`config.mk`:
```
export PLATFORM = sky130hd
export DESIGN_NAME = branch_resolve_unit_flat
export DESIGN_NICKNAME = d
export VERILOG_FILES = /design/src/rtl/branch_resolve_unit_if.sv /design/src/rtl/branch_resolve_unit.sv /design/src/flat_wrapper.sv
export SDC_FILE = /design/constraint.sdc
export NUM_CORES = 1
export LEC_CHECK = 0
export CAP_MARGIN = 20
export CORE_MARGIN = 5
export CORE_UTILIZATION = 30
export DETAILED_ROUTE_END_ITERATION = 16
export GPL_TIMING_DRIVEN = 0
export PLACE_DENSITY = 0.88
export SLEW_MARGIN = 20
export SYNTH_ARGS = -nofsm -noshare
export SYNTH_HDL_FRONTEND = slang
export SYNTH_SLANG_ARGS = --single-unit
export TNS_END_PERCENT = 20
```
`constraint.sdc`:
```
create_clock -name clk -period 4.56 [get_ports clk]
set_input_delay 0.912 -clock clk [delete_from_list [all_inputs] [get_ports clk]]
set_output_delay 0.912 -clock clk [all_outputs]
set_load 0.01 [all_outputs]
```
`src/rtl/branch_resolve_unit_if.sv`:
```
// Bundles the MEM-stage branch operands and the resolver outputs.
// The master modport drives the decode side; the slave modport is the resolver.
interface branch_resolve_unit_if #(
  parameter int N     = 64,
  parameter int CNT_W = 32
);
  logic             valid_M;
  logic             Uncond_M;
  logic             Branch_M;
  logic             CBNZ_M;
  logic             bCondCheck_M;
  logic [4:0]       Rt_B_cond;
  logic [N-1:0]     alu_result_M;
  logic             setFlags_M;
  logic [3:0]       flags_in;
  logic             PCSrc_M;
  logic             flush;
  logic [3:0]       flags_q;
  logic [CNT_W-1:0] taken_cnt;
  logic [CNT_W-1:0] resolved_cnt;

  modport master (
    output valid_M, Uncond_M, Branch_M, CBNZ_M, bCondCheck_M, Rt_B_cond,
           alu_result_M, setFlags_M, flags_in,
    input  PCSrc_M, flush, flags_q, taken_cnt, resolved_cnt
  );

  modport slave (
    input  valid_M, Uncond_M, Branch_M, CBNZ_M, bCondCheck_M, Rt_B_cond,
           alu_result_M, setFlags_M, flags_in,
    output PCSrc_M, flush, flags_q, taken_cnt, resolved_cnt
  );
endinterface

```
`src/rtl/branch_resolve_unit.sv`:
```
// MEM-stage branch resolver: NZCV register, B/CBZ/CBNZ/B.cond decision, wrong-path shadow FSM.
// Optional statistics counters are built only when BRANCH_STATS_EN is defined.
module branch_resolve_unit #(
  parameter int N            = 64,
  parameter int FLUSH_CYCLES = 3,
  parameter int CNT_W        = 32
) (
  input  logic                  clk,
  input  logic                  reset,
  branch_resolve_unit_if.slave  bus
);

  typedef enum logic [0:0] {S_IDLE, S_SHADOW} state_t;

  state_t       r_state;
  state_t       w_state_nxt;
  logic [3:0]   r_cnt;
  logic [3:0]   w_cnt_nxt;
  logic [3:0]   r_flags;
  logic [N-1:0] w_alu;
  logic         w_zero;
  logic         w_cond;
  logic         w_taken;
  logic         w_eligible;
  logic         w_pcsrc;

  // Flags are {N,Z,C,V}; codes 14/15 are AL, bit 4 set is reserved and never taken.
  function automatic logic cond_true(input logic [4:0] code, input logic [3:0] f);
    logic n, z, c, v;
    logic r;
    n = f[3];
    z = f[2];
    c = f[1];
    v = f[0];
    case (code[3:0])
      4'd0:    r = z;
      4'd1:    r = ~z;
      4'd2:    r = c;
      4'd3:    r = ~c;
      4'd4:    r = n;
      4'd5:    r = ~n;
      4'd6:    r = v;
      4'd7:    r = ~v;
      4'd8:    r = c & ~z;
      4'd9:    r = ~c | z;
      4'd10:   r = (n == v);
      4'd11:   r = (n != v);
      4'd12:   r = ~z & (n == v);
      4'd13:   r = z | (n != v);
      default: r = 1'b1;
    endcase
    return r & ~code[4];
  endfunction

  assign w_alu    = bus.alu_result_M;
  assign w_zero   = ~|w_alu;
  assign w_cond   = cond_true(bus.Rt_B_cond, r_flags);

  always_comb begin
    w_taken = 1'b0;
    if (bus.Uncond_M)
      w_taken = 1'b1;
    else if (bus.bCondCheck_M)
      w_taken = w_cond;
    else if (bus.Branch_M)
      w_taken = bus.CBNZ_M ^ w_zero;
  end

  assign w_eligible  = bus.valid_M & (r_state == S_IDLE) & ~reset;
  assign w_pcsrc     = w_eligible & w_taken;
  assign bus.PCSrc_M = w_pcsrc;
  assign bus.flush   = ~reset & (w_pcsrc | (r_state == S_SHADOW));
  assign bus.flags_q = r_flags;

  always_comb begin
    w_state_nxt = r_state;
    w_cnt_nxt   = r_cnt;
    case (r_state)
      S_IDLE: begin
        if (w_pcsrc) begin
          w_state_nxt = S_SHADOW;
          w_cnt_nxt   = 4'(FLUSH_CYCLES);
        end
      end
      S_SHADOW: begin
        w_cnt_nxt = r_cnt - 4'd1;
        if (r_cnt == 4'd1)
          w_state_nxt = S_IDLE;
      end
      default: begin
        w_state_nxt = S_IDLE;
        w_cnt_nxt   = 4'd0;
      end
    endcase
  end

  always_ff @(posedge clk) begin
    if (reset) begin
      r_state <= S_IDLE;
      r_cnt   <= 4'd0;
      r_flags <= 4'd0;
    end else begin
      r_state <= w_state_nxt;
      r_cnt   <= w_cnt_nxt;
      if (w_eligible && bus.setFlags_M)
        r_flags <= bus.flags_in;
    end
  end

`ifdef BRANCH_STATS_EN
  localparam logic [CNT_W-1:0] CNT_ONE = {{(CNT_W-1){1'b0}}, 1'b1};

  logic [CNT_W-1:0] r_taken_cnt;
  logic [CNT_W-1:0] r_resolved_cnt;
  logic             w_is_branch;

  assign w_is_branch = bus.Uncond_M | bus.bCondCheck_M | bus.Branch_M;

  // Both counters hold at all-ones rather than wrapping.
  always_ff @(posedge clk) begin
    if (reset) begin
      r_taken_cnt    <= '0;
      r_resolved_cnt <= '0;
    end else begin
      if (w_pcsrc && (r_taken_cnt != '1))
        r_taken_cnt <= r_taken_cnt + CNT_ONE;
      if (w_eligible && w_is_branch && (r_resolved_cnt != '1))
        r_resolved_cnt <= r_resolved_cnt + CNT_ONE;
    end
  end

  assign bus.taken_cnt    = r_taken_cnt;
  assign bus.resolved_cnt = r_resolved_cnt;
`else
  localparam logic [CNT_W-1:0] CNT_ZERO = '0;

  assign bus.taken_cnt    = CNT_ZERO;
  assign bus.resolved_cnt = CNT_ZERO;
`endif

endmodule

```
`src/flat_wrapper.sv`:
```
// flat-port wrapper written by rule: the top's interface ports become plain ports
module branch_resolve_unit_flat 
#(
  parameter int N            = 64,
  parameter int FLUSH_CYCLES = 3,
  parameter int CNT_W        = 32
)
  (clk, reset, bus_valid_M, bus_Uncond_M, bus_Branch_M, bus_CBNZ_M, bus_bCondCheck_M, bus_Rt_B_cond, bus_alu_result_M, bus_setFlags_M, bus_flags_in, bus_PCSrc_M, bus_flush, bus_flags_q, bus_taken_cnt, bus_resolved_cnt);
  branch_resolve_unit_if #(.N(N), .CNT_W(CNT_W)) bus_i ();
  input  logic clk;
  input  logic reset;
  input wire logic [$bits(bus_i.valid_M)-1:0] bus_valid_M;
  input wire logic [$bits(bus_i.Uncond_M)-1:0] bus_Uncond_M;
  input wire logic [$bits(bus_i.Branch_M)-1:0] bus_Branch_M;
  input wire logic [$bits(bus_i.CBNZ_M)-1:0] bus_CBNZ_M;
  input wire logic [$bits(bus_i.bCondCheck_M)-1:0] bus_bCondCheck_M;
  input wire logic [$bits(bus_i.Rt_B_cond)-1:0] bus_Rt_B_cond;
  input wire logic [$bits(bus_i.alu_result_M)-1:0] bus_alu_result_M;
  input wire logic [$bits(bus_i.setFlags_M)-1:0] bus_setFlags_M;
  input wire logic [$bits(bus_i.flags_in)-1:0] bus_flags_in;
  output wire logic [$bits(bus_i.PCSrc_M)-1:0] bus_PCSrc_M;
  output wire logic [$bits(bus_i.flush)-1:0] bus_flush;
  output wire logic [$bits(bus_i.flags_q)-1:0] bus_flags_q;
  output wire logic [$bits(bus_i.taken_cnt)-1:0] bus_taken_cnt;
  output wire logic [$bits(bus_i.resolved_cnt)-1:0] bus_resolved_cnt;
  assign bus_i.valid_M = bus_valid_M;
  assign bus_i.Uncond_M = bus_Uncond_M;
  assign bus_i.Branch_M = bus_Branch_M;
  assign bus_i.CBNZ_M = bus_CBNZ_M;
  assign bus_i.bCondCheck_M = bus_bCondCheck_M;
  assign bus_i.Rt_B_cond = bus_Rt_B_cond;
  assign bus_i.alu_result_M = bus_alu_result_M;
  assign bus_i.setFlags_M = bus_setFlags_M;
  assign bus_i.flags_in = bus_flags_in;
  assign bus_PCSrc_M = bus_i.PCSrc_M;
  assign bus_flush = bus_i.flush;
  assign bus_flags_q = bus_i.flags_q;
  assign bus_taken_cnt = bus_i.taken_cnt;
  assign bus_resolved_cnt = bus_i.resolved_cnt;
  branch_resolve_unit #(.N(N), .FLUSH_CYCLES(FLUSH_CYCLES), .CNT_W(CNT_W)) u_core (.clk(clk), .reset(reset), .bus(bus_i));
endmodule
```
; Yosys cells after proc, flatten, opt, wreduce, memory -nomap -nowiden
; Cells that the tools add are included.
[op_classes]
n_mux = 9
n_reduce_logical = 4
n_eq_ne = 17
addsub = 1
n_bitwise = 18
[op_table]
columns = operator, n
row1 = OR reduction 64 bit, 1
row2 = "equality test 4 bit, second input constant", 6
row3 = "equality test 4 x 3 -> 1 bit, second input constant", 4
row4 = case mux 1 bit (14 select lines), 1
row5 = "equality test 4 x 1 -> 1 bit, second input constant", 2
row6 = "equality test 4 x 2 -> 1 bit, second input constant", 2
row7 = case mux 4 bit (2 select lines), 1
row8 = AND 1 bit, 7
row9 = NOT 1 bit, 7
row10 = 2-to-1 mux 1 bit, 5
row11 = logical NOT 4 bit, 1
row12 = 2-to-1 mux 4 bit, 1
row13 = "subtractor 4 x 1 -> 4 bit, second input constant", 1
row14 = OR 1 bit, 3
row15 = "inequality test 2 x 1 -> 1 bit, second input constant", 1
row16 = case mux 1 bit (2 select lines), 1
row17 = equality test 1 bit, 1
row18 = logical AND 1 bit, 1
row19 = logical NOT 1 bit, 1
row20 = inequality test 1 bit, 1
row21 = XOR 1 bit, 1
[word_totals]
register_bits = 9
out_inout_bits = 70
word_cells = 52
input_bits = 81

; Longest topological paths before layout
; Gate-level depths: netlist (run 1).
[logic_depth]
word_depth = 9
ltp_mapped = 6
depth_no_buf = 6

; Worst setup path after synthesis (run 1)
; OpenSTA, ideal clock, no wires.
[synth_path]
path_kind = input -> output
start = in bus_alu_result_M[3]
end = out bus_PCSrc_M
arrival_time_ps = 2255
required_time_ps = 3648
path_stages = 6
path_slack_ps = 1393
path_buffers = 0
cell_sequence = nor4_1 > nand4_1 > nor4_2 > xnor2_1 > o211ai_4 > nor3b_2
[synth_between]
elab_chain_cells = 7
[synth_lines]
columns = element, line
row1 = "start, declared", flat_wrapper.sv:18  ; input wire logic [$bits(bus_i.alu_result_M)-1:0] bus_alu_result_M;
row2 = OR reduction 64 bit, branch_resolve_unit.sv:56  ; assign w_zero = ~|w_alu;
row3 = logical NOT 1 bit, branch_resolve_unit.sv:56
row4 = XOR 1 bit, branch_resolve_unit.sv:66  ; w_taken = bus.CBNZ_M ^ w_zero;
row5 = 2-to-1 mux 1 bit, branch_resolve_unit.sv:65  ; else if (bus.Branch_M)
row6 = 2-to-1 mux 1 bit, branch_resolve_unit.sv:63  ; else if (bus.bCondCheck_M)
row7 = 2-to-1 mux 1 bit, branch_resolve_unit.sv:61  ; if (bus.Uncond_M)
row8 = AND 1 bit, branch_resolve_unit.sv:70  ; assign w_pcsrc = w_eligible & w_taken;
row9 = "end, declared", flat_wrapper.sv:21  ; output wire logic [$bits(bus_i.PCSrc_M)-1:0] bus_PCSrc_M;
; Every way passes these cells.

; Final worst setup path (run 1)
[layout_path]
start = in bus_alu_result_M[34]
end = out bus_PCSrc_M
; The elaborated chain is that of the path after synthesis.

==> results.py, run 1 <==
metrics = {
    "synth": {
        "ys_types": 35,
        "yosysWarnings": 0,
        "yosys_register_bits": 9,
        "ys_seq_area_share_pct": 13.75,
        "synth_top_area_share_pct": 36.68,
        "synth_area_mm2": 0.001310,
        "synth.largest_area_cell": "buf_4",
        "yosys-top-cells-area": "buf_4 37%, dfxtp_1 14%, nor4_1 7.2%, nand3b_1 3.4%, mux2i_1 3.1%",
        "postSynthCellCount": 161,
        "avgSynthCellArea_um2": 8.137,
    },
    "route": {
        "num_vias": 1469,
        "wl_met1_um": 1297,
        "wl_met3_um": 517,
        "drt-wirelength-per-cell_um": 11.72,
        "wl_met2_um": 2402,
        "routed.top_layer": "met4",
        "via_per_inst": 4.014,
        "final_antenna_net_count": 0,
        "drtIter0Drc": 92,
        "totalWireLength_um": 4290,
        "drt-pass1-iter-count": 6,
        "drcViolationCount": 0,
    },
    "power": {
        "vdd_drop_max_mv": 0.1041,
        "p_total_uw": 383.8,
        "p_leak_uw": 0.001182,
        "cellPowerDensity_mw_per_mm2": 152.4,
    },
    "cells_and_area": {
        "layout.nets": 398,
        "seqCellArea_um2": 180.2,
        "layout-drive-gt1-share_pct": 24.20,
        "final_cell_mix": "86 x clkdlybuf4s50_1, 64 x buf_4, 64 x conb_1",
        "fin_cells": 366,
        "antenna_cells": 0,
        "mostFrequentLayoutCell": "clkdlybuf4s50_1",
        "final_cell_area_mm2": 0.002517,
        "syn_to_final_growth_pct": 92.17,
        "final_util_pct": 58.62,
        "fillers": 384,
        "multi_input_area_um2": 859.6,
    },
    "critical_path": {
        "crit_required_ns": 3.65,
        "crit_path_max_incr_delay_ns": 0.56,
        "crit_end": "bus_PCSrc_M",
        "critPathMostFrequentCell": "clkdlybuf4s50_1",
        "crit_buf_inv": 2,
        "worstSetupPathDepth": 8,
        "critPathKind": "in -> out",
        "crit_path_start_kind": "input port",
        "crit_start": "bus_alu_result_M[34]",
        "crit_fanout": 7,
        "ff2ff_path_depth": 6,
        "critPathArrivalTime_ns": 3.36,
        "end_kind": "output pin",
        "crit_chain": "clkdlybuf4s50_1 > nor4_1 > nand4_1 > nor4_2 > xnor2_1 > o211ai_4 > nor3b_2 > clkdlybuf4s50_1",
        "rrSetupSlack_ns": 2.70,
        "crit_family": "simple AND/OR/NAND/NOR gates",
        "cp_slowest_cell": "clkdlybuf4s50_1",
        "r2r_start": "u_core.bus.flags_q[2]",
        "r2r-end": "u_core.r_cnt[0]",
    },
    "worst_hold_path": {
        "hp-class": "reg -> reg",
    },
    "clock_tree": {
        "clkTransAtPathRegs_ns": 0.05,
        "root_buffer": "clkbuf_8",
        "post-cts-setup-buffer-count": 0,
        "cts_tree": "done",
        "ctsLongestPathBuffers": 2,
        "insertion_delay_ns": 0.23,
        "cts_hold_buf": 0,
        "post_cts_resize_count": 0,
        "cts.sinks": 9,
        "htreeDepth": 1,
        "cts_buffers": 3,
    },
    "floorplan": {
        "dieArea_mm2": 0.005788,
        "ios": 151,
        "coreArea_mm2": 0.004294,
        "rows": 24,
        "initial_utilization_pct": 30.51,
        "dieWidth_um": 76.08,
        "dieHeight_um": 76.08,
    },
    "timing": {
        "tns_ns": 0,
        "period_share_pct": 93.71,
        "grt_setup_unrepaired": "no",
        "max_freq_mhz": 234.0,
        "finClkSkew_ns": 0.004857,
        "setup_viol": 0,
        "hold_viol_final": 0,
        "min_period_ns": 4.273,
        "slew_viol_final": 0,
    },
    "run": {
        "cap_violations": 0,
    },
    "grt": {
        "antenna_found_initial": 0,
        "grt_pass1_wl_um": 6858,
        "gr-total-overflow": 0,
        "grt_max_degree": 11,
        "first_global_vias": 1574,
        "grt_use_total_pct": 13.96,
    },
    "status": {
        "status": "finished clean",
    },
    "placed_design": {
        "dp.cells": 362,
        "port_buffers": 86,
        "place.gp.congestion": 0.7725,
        "placed_cell_area_mm2": 0.002472,
        "dpl.hpwl_um": 3997,
    },
}
[layout make-up]
cell class,count,share of cell area [%]
timing repair buffer,86,34.19
tap,52,2.584
inverter,5,0.7455
multi-input combinational,144,34.15
buffer,66,19.38
clock buffer,4,1.789
sequential,9,7.157
[worst register-to-register path, stage by stage (launching register included)]
cell      delay [ns]
dfxtp_1         0.43
and4bb_1        0.21
o31ai_1         0.25
a32oi_1         0.13
o311ai_4        0.28
o211ai_4        0.18
o31a_1          0.27
[cell usage after synthesis]
library cell,count
nor3_1,3
nor4bb_1,1
nand2_1,3
nor4_1,15
o21ba_2,1
dfxtp_1,9
a41oi_1,1
nor3b_1,2
inv_1,5
o31ai_1,1
and4bb_1,1
o31a_1,2
ha_1,2
xnor2_1,3
a31oi_1,2
and4bb_2,1
conb_1,1
nor2b_1,3
a21oi_1,5
o311ai_4,1
buf_4,64
o21ai_0,2
nor2_1,7
a32oi_1,1
nor4_2,2
nand3b_1,6
o211ai_4,1
o2bb2ai_1,1
o41ai_2,2
and3b_1,1
clkbuf_1,2
nor3b_2,1
mux2i_1,4
o21a_1,1
nand4_1,4
[report_power, final]
group,total [uW],leakage (uW),internal [uW],switching [uW]
Sequential,93.7,0.0000740,85.8,7.86
Combinational,197,0.00109,123,73.7
Clock,92.9,0.0000228,60.9,32.0
[metrics by stage]
step	hold slack (ns)	worst slack (ns)
3_5_place_dp	0.4971	0.2423
5_1_grt	0.5346	0.08122
3_3_place_gp	0.4928	0.2507
6_report	0.5121	0.2870
4_1_cts	0.5095	0.2353
2_1_floorplan	0.4754	1.393
[per-layer routing]
metal | track usage [%] | vias up
li1 | - | 764
met1 | 11.35 | 619
met2 | 28.85 | 80
met3 | 5.792 | 6
met4 | 4.720 | 0
met5 | 0 | -
[logic make-up after synthesis]
logic type      count (synthesis)  share of synthesized area (%)
buf+inv                        71                          38.68
simple gates                   50                          25.31
compound gates                 21                          15.00
flops                           9                          13.75
mux                             4                          3.056
xor+xnor                        3                          2.006
fa+ha+maj                       2                          1.910
other cells                     1                         0.2863
[how the worst min path moves through the flow]
stage | from | endpoint | slack [ns] | cells past startpoint
floorplan | u_core.r_cnt[1] | u_core.r_cnt[1] | 0.48 | 1
global placement | u_core.r_cnt[1] | u_core.r_cnt[1] | 0.49 | 1
detailed placement | u_core.r_cnt[1] | u_core.r_cnt[1] | 0.50 | 1
CTS | u_core.r_cnt[1] | u_core.r_cnt[1] | 0.51 | 1
global route | u_core.r_cnt[1] | u_core.r_cnt[1] | 0.53 | 1
finish | u_core.r_cnt[1] | u_core.r_cnt[1] | 0.51 | 1
[state kept, by name, indices dropped and copies added (netlist names)]
| register | flops |
|---|---|
| u_core.bus.flags_q | 4 |
| u_core.r_state | 1 |
| u_core.r_cnt | 4 |
(Power assumes the default switching activity.)
==> inputs of run 2 (changes only) <==
- ABC_AREA: not set -> 1
- CAP_MARGIN: 20 -> 40
- CORE_UTILIZATION: 30 -> 31
==> results.py, run 2 <==
metrics = {
    "status": {
        "status": "finished clean",
    },
    "floorplan": {
        "dieHeight_um": 76.60,
        "ios": 151,
        "coreArea_mm2": 0.004324,
        "dieWidth_um": 76.60,
        "initial_utilization_pct": 31.80,
        "dieArea_mm2": 0.005868,
        "rows": 24,
    },
    "cells_and_area": {
        "final_util_pct": 59.72,
        "final_cell_area_mm2": 0.002582,
        "mostFrequentLayoutCell": "clkdlybuf4s50_1",
        "layout-drive-gt1-share_pct": 20.47,
        "antenna_cells": 0,
        "final_cell_mix": "86 x clkdlybuf4s50_1, 64 x buf_4, 64 x conb_1",
        "layout.nets": 470,
        "fin_cells": 438,
        "syn_to_final_growth_pct": 87.81,
    },
    "critical_path": {
        "crit_path_max_incr_delay_ns": 0.57,
        "end_kind": "output pin",
        "crit_required_ns": 3.65,
        "crit_chain": "clkdlybuf4s50_1 > inv_2 > nand2_1 > nand2_1 > nor2_1 > o21ai_0 > nand2_1 > nand2_1 > nand2_1 > nand3_2 > nand2_4 > a21oi_1 > clkdlybuf4s50_1",
        "cp_slowest_cell": "clkdlybuf4s50_1",
        "critPathMostFrequentCell": "nand2_1",
        "critPathArrivalTime_ns": 2.97,
        "crit_fanout": 5,
        "crit_buf_inv": 3,
        "crit_family": "buffers and inverters",
        "crit_path_start_kind": "input port",
        "critPathKind": "in -> out",
    },
    "clock_tree": {
        "post-cts-setup-buffer-count": 0,
        "root_buffer": "clkbuf_8",
        "insertion_delay_ns": 0.23,
        "htreeDepth": 1,
        "ctsLongestPathBuffers": 2,
        "cts.sinks": 9,
        "clkTransAtPathRegs_ns": 0.04,
        "cts_buffers": 3,
        "cts_tree": "done",
        "post_cts_resize_count": 0,
        "cts_hold_buf": 0,
    },
    "route": {
        "drt-pass1-iter-count": 4,
        "final_antenna_net_count": 0,
        "drtIter0Drc": 17,
        "totalWireLength_um": 4073,
        "via_per_inst": 3.735,
        "drcViolationCount": 0,
        "num_vias": 1636,
        "drt-wirelength-per-cell_um": 9.299,
    },
    "synth": {
        "synthFlopType": "dfxtp_1",
        "ys_types": 21,
        "postSynthCellCount": 233,
        "yosys-top-cells-area": "buf_4 35%, nor2_1 15%, dfxtp_1 13%, nand2_1 13%, inv_1 4.6%",
        "synth.most_common_cell": "buf_4",
        "yosys_register_bits": 9,
        "yosysWarnings": 0,
        "avgSynthCellArea_um2": 5.902,
        "ys_seq_area_share_pct": 13.10,
        "async_flop_share_pct": 0,
        "synth_top_area_share_pct": 34.94,
        "synth.largest_area_cell": "buf_4",
        "synth_area_mm2": 0.001375,
        "synth_common_cells": "64 x buf_4, 54 x nor2_1, 47 x nand2_1",
        "synth-edff-count": 0,
    },
    "timing": {
        "finClkSkew_ns": 0.001922,
        "setup_viol": 0,
        "hold_viol_final": 0,
        "period_share_pct": 85.11,
        "max_freq_mhz": 257.7,
        "slew_viol_final": 0,
        "tns_ns": 0,
        "grt_setup_unrepaired": "no",
        "min_period_ns": 3.881,
    },
    "grt": {
        "first_global_vias": 1547,
        "grt_max_degree": 11,
        "gr-total-overflow": 0,
        "grt_use_total_pct": 13.05,
        "grt_pass1_wl_um": 6506,
        "antenna_found_initial": 0,
    },
    "power": {
        "p_sw_share_pct": 29.71,
        "p_leak_uw": 0.001325,
        "vdd_drop_max_mv": 0.08410,
        "p_switching_uw": 111.8,
        "clockPowerShare_pct": 24.9,
        "cellPowerDensity_mw_per_mm2": 145.7,
        "p_comb_share_pct": 51.7,
        "p_int_uw": 264.4,
        "power_frac_seq_pct": 23.5,
    },
    "placed_design": {
        "dp.cells": 434,
        "port_buffers": 86,
        "dpl.hpwl_um": 3812,
        "place.gp.congestion": 0.8177,
        "placed_cell_area_mm2": 0.002537,
    },
    "run": {
        "cap_violations": 0,
    },
    "worst_hold_path": {
        "hp-class": "reg -> reg",
    },
}
[run 2: cell types whose count changed in the layout (fill, tap and decap cells not counted), moves of 6 or more]
cell	previous run	this run
nor4_1	15	0
nand3_1	0	10
inv_1	5	17
nor2_1	7	54
nand2_1	3	47
nand3b_1	6	0
[run 2: layout make-up]
| type | instances | area (um2) |
|---|---|---|
| multi-input combinational | 203 | 875.8 |
| clock buffer | 4 | 45.04 |
| inverter | 19 | 71.32 |
| sequential | 9 | 180.2 |
| fill | 411 | 1742 |
| buffer | 65 | 484.2 |
| timing repair buffer | 86 | 860.8 |
| tap | 52 | 65.06 |
[run 2: worst paths after layout]
| check | from | to | slack [ns] | cells after the start |
|---|---|---|---|---|
| hold / removal | u_core.bus.flags_q[0] | u_core.bus.flags_q[0] | 0.53 | 2 |
| hold reg to reg | u_core.bus.flags_q[0] | u_core.bus.flags_q[0] | 0.53 | 2 |
| setup reg to reg | u_core.bus.flags_q[3] | u_core.r_cnt[1] | 3.09 | 13 |
| setup / recovery | bus_Rt_B_cond[1] | bus_flush | 0.68 | 13 |
[run 2: kinds of logic after synthesis]
family	share of synthesized area (%)
AO/OA/AOI/OAI	7.006
adder cells (fa/ha/maj)	1.820
buffers and inverters	40.40
flip-flops	13.10
other	0.2727
AND/OR/NAND/NOR	37.40
[run 2: power by group through the flow]
| stage | logic, uW | clock network, uW | registers, uW |
|---|---|---|---|
| after floorplan | 107 | 0 | 89.9 |
| after global placement | 189 | 0 | 89.4 |
| after detailed placement | 191 | 0 | 89.7 |
| after CTS | 192 | 95.3 | 88.3 |
| after global routing | 214 | 98.7 | 89.2 |
| final | 194 | 93.6 | 88.3 |
[run 2: per-layer routing]
metal  up-vias  global-route usage [%]  part of all wire (%)
li1        893                       -                     -
met1       654                   12.27                    34
met2        84                   25.86                    54
met3         5                   5.437                    11
met4         0                   2.622                  0.74
met5         -                       0                     0
[run 2: per-stage QoR]
| stage | hold slack [ns] | power (uW) | worst slack, ns |
|---|---|---|---|
| floorplan | 0.4932 | 196.9 | 1.811 |
| global placement | 0.5185 | 278.1 | 0.7019 |
| detailed placement | 0.5249 | 280.9 | 0.6793 |
| CTS | 0.5346 | 375.3 | 0.6606 |
| global route | 0.5671 | 402.2 | 0.4028 |
| finish | 0.5325 | 376.2 | 0.6789 |
[run 2: worst min-delay path, cell delays in order (launching register included)]
cell      delay, ns
dfxtp_1        0.32
inv_1          0.09
a211oi_1       0.07
==> inputs of run 3 (changes only) <==
- PLACE_DENSITY: 0.88 -> not set
- PLACE_DENSITY_LB_ADDON: not set -> 0.25
==> results.py, run 3 (same netlist as run 2, synthesis figures left out) <==
metrics = {
    "floorplan": {
        "coreArea_mm2": 0.004324,
        "dieWidth_um": 76.60,
        "rows": 24,
        "ios": 151,
        "initial_utilization_pct": 31.80,
        "dieHeight_um": 76.60,
        "dieArea_mm2": 0.005868,
    },
    "critical_path": {
        "crit_required_ns": 3.65,
        "crit_fanout": 5,
        "end_kind": "output pin",
        "rrSetupSlack_ns": 3.10,
        "crit_family": "buffers and inverters",
        "crit_chain": "clkdlybuf4s50_1 > nand2_2 > nand3b_4 > nand2_1 > nand2_1 > nand2_1 > nor2_2 > nand2_1 > nand2_1 > nand3_2 > nand2_4 > a21oi_1 > clkdlybuf4s50_1",
        "crit_path_max_incr_delay_ns": 0.56,
        "cp_slowest_cell": "clkdlybuf4s50_1",
        "critPathKind": "in -> out",
        "crit_start": "bus_Rt_B_cond[3]",
        "crit_path_start_kind": "input port",
        "crit_buf_inv": 2,
        "r2r_start": "u_core.bus.flags_q[3]",
        "critPathArrivalTime_ns": 2.90,
        "critPathMostFrequentCell": "nand2_1",
    },
    "clock_tree": {
        "cts_tree": "done",
        "insertion_delay_ns": 0.23,
        "clkTransAtPathRegs_ns": 0.04,
        "cts_buffers": 3,
        "htreeDepth": 1,
        "root_buffer": "clkbuf_8",
        "post-cts-setup-buffer-count": 0,
        "cts_hold_buf": 0,
        "post_cts_resize_count": 0,
        "ctsLongestPathBuffers": 2,
        "cts.sinks": 9,
    },
    "timing": {
        "slew_viol_final": 0,
        "holdWs_ns": 0.5401,
        "finClkSkew_ns": 0.001513,
        "hold_viol_final": 0,
        "min_period_ns": 3.808,
        "max_freq_mhz": 262.6,
        "period_share_pct": 83.51,
        "tns_ns": 0,
        "layout_setup_ws_ns": 0.7522,
        "grt_setup_unrepaired": "no",
        "setup_viol": 0,
    },
    "run": {
        "cap_violations": 0,
    },
    "grt": {
        "grt_max_degree": 11,
        "antenna_found_initial": 0,
        "gr-total-overflow": 0,
        "grt_pass1_wl_um": 6479,
        "first_global_vias": 1527,
        "grt_use_total_pct": 13.16,
    },
    "route": {
        "drtIter0Drc": 19,
        "num_vias": 1597,
        "totalWireLength_um": 4025,
        "drt-pass1-iter-count": 4,
        "drcViolationCount": 0,
        "final_antenna_net_count": 0,
        "via_per_inst": 3.646,
        "drt-wirelength-per-cell_um": 9.189,
    },
    "placed_design": {
        "place.gp.congestion": 0.7013,
        "place_ws_ns": 0.7355,
        "dpl.hpwl_um": 3791,
        "port_buffers": 86,
    },
    "cells_and_area": {
        "seqCellArea_um2": 180.2,
        "antenna_cells": 0,
        "final_cell_mix": "86 x clkdlybuf4s50_1, 64 x buf_4, 64 x conb_1",
        "fillers": 418,
        "layout-drive-gt1-share_pct": 20.47,
        "multi_input_area_um2": 875.8,
        "mostFrequentLayoutCell": "clkdlybuf4s50_1",
        "syn_to_final_growth_pct": 87.81,
        "layout.nets": 470,
    },
    "power": {
        "p_sw_share_pct": 29.62,
        "cellPowerDensity_mw_per_mm2": 145.4,
        "p_comb_share_pct": 51.5,
        "p_switching_uw": 111.2,
        "vdd_drop_max_mv": 0.1595,
        "p_int_uw": 264.4,
        "p_leak_uw": 0.001325,
        "power_frac_seq_pct": 23.5,
        "clockPowerShare_pct": 24.9,
    },
    "worst_hold_path": {
        "hp-class": "reg -> reg",
        "hp-start": "u_core.bus.flags_q[2]",
    },
    "status": {
        "status": "finished clean",
    },
}
run 3: final cells by class:
type	instances	area share, %
Buffer	65	18.75
Clock buffer	4	1.744
Inverter	19	2.762
Multi-Input combinational cell	203	33.91
Sequential cell	9	6.977
Tap cell	52	2.519
Timing Repair Buffer	86	33.33
run 3: path summary, 6_finish.rpt:
check | to | cells past startpoint
worst max-delay path | bus_flush | 13
worst min-delay path | u_core.bus.flags_q[2] | 2
worst max register to register | u_core.r_cnt[0] | 13
worst min register to register | u_core.bus.flags_q[2] | 2
run 3: metrics by stage:
| step | total power (uW) | utilization [%] | instances | instance area, um2 |
|---|---|---|---|---|
| floorplan | 196.9 | - | 296 | 1612 |
| global placement | 278.7 | 58.68 | 434 | 2537 |
| detailed placement | 280.6 | 58.68 | 434 | 2537 |
| CTS | 378.3 | 59.72 | 438 | 2582 |
| global route | 402.6 | 59.72 | 438 | 2582 |
| finish | 375.6 | 59.72 | 438 | 2582 |
run 3: power by group through the flow:
stage,Combinational (uW),Clock (uW),Sequential [uW]
2_1_floorplan,107,0,89.9
3_3_place_gp,189,0,89.6
3_5_place_dp,191,0,89.9
4_1_cts,191,98.7,88.4
5_1_grt,213,100,89.2
6_report,193,93.7,88.4
run 3: worst register-to-register path, cell delays in order, from the launching register on:
cell      delay, ns
dfxtp_1        0.37
inv_1          0.08
nand2_2        0.11
nand3b_4       0.08
nand3_1        0.07
nand2_1        0.07
nor2_2         0.10
nand2_1        0.06
nand2_1        0.07
nand3_2        0.09
nand2_4        0.09
nand3_1        0.07
nand2_1        0.06
inv_1          0.04
run 3: layer usage:
metal	GRT usage, %	wire [um]
met5	0	0
met4	2.622	21
met3	5.083	376
met2	24.66	2116
met1	13.78	1512
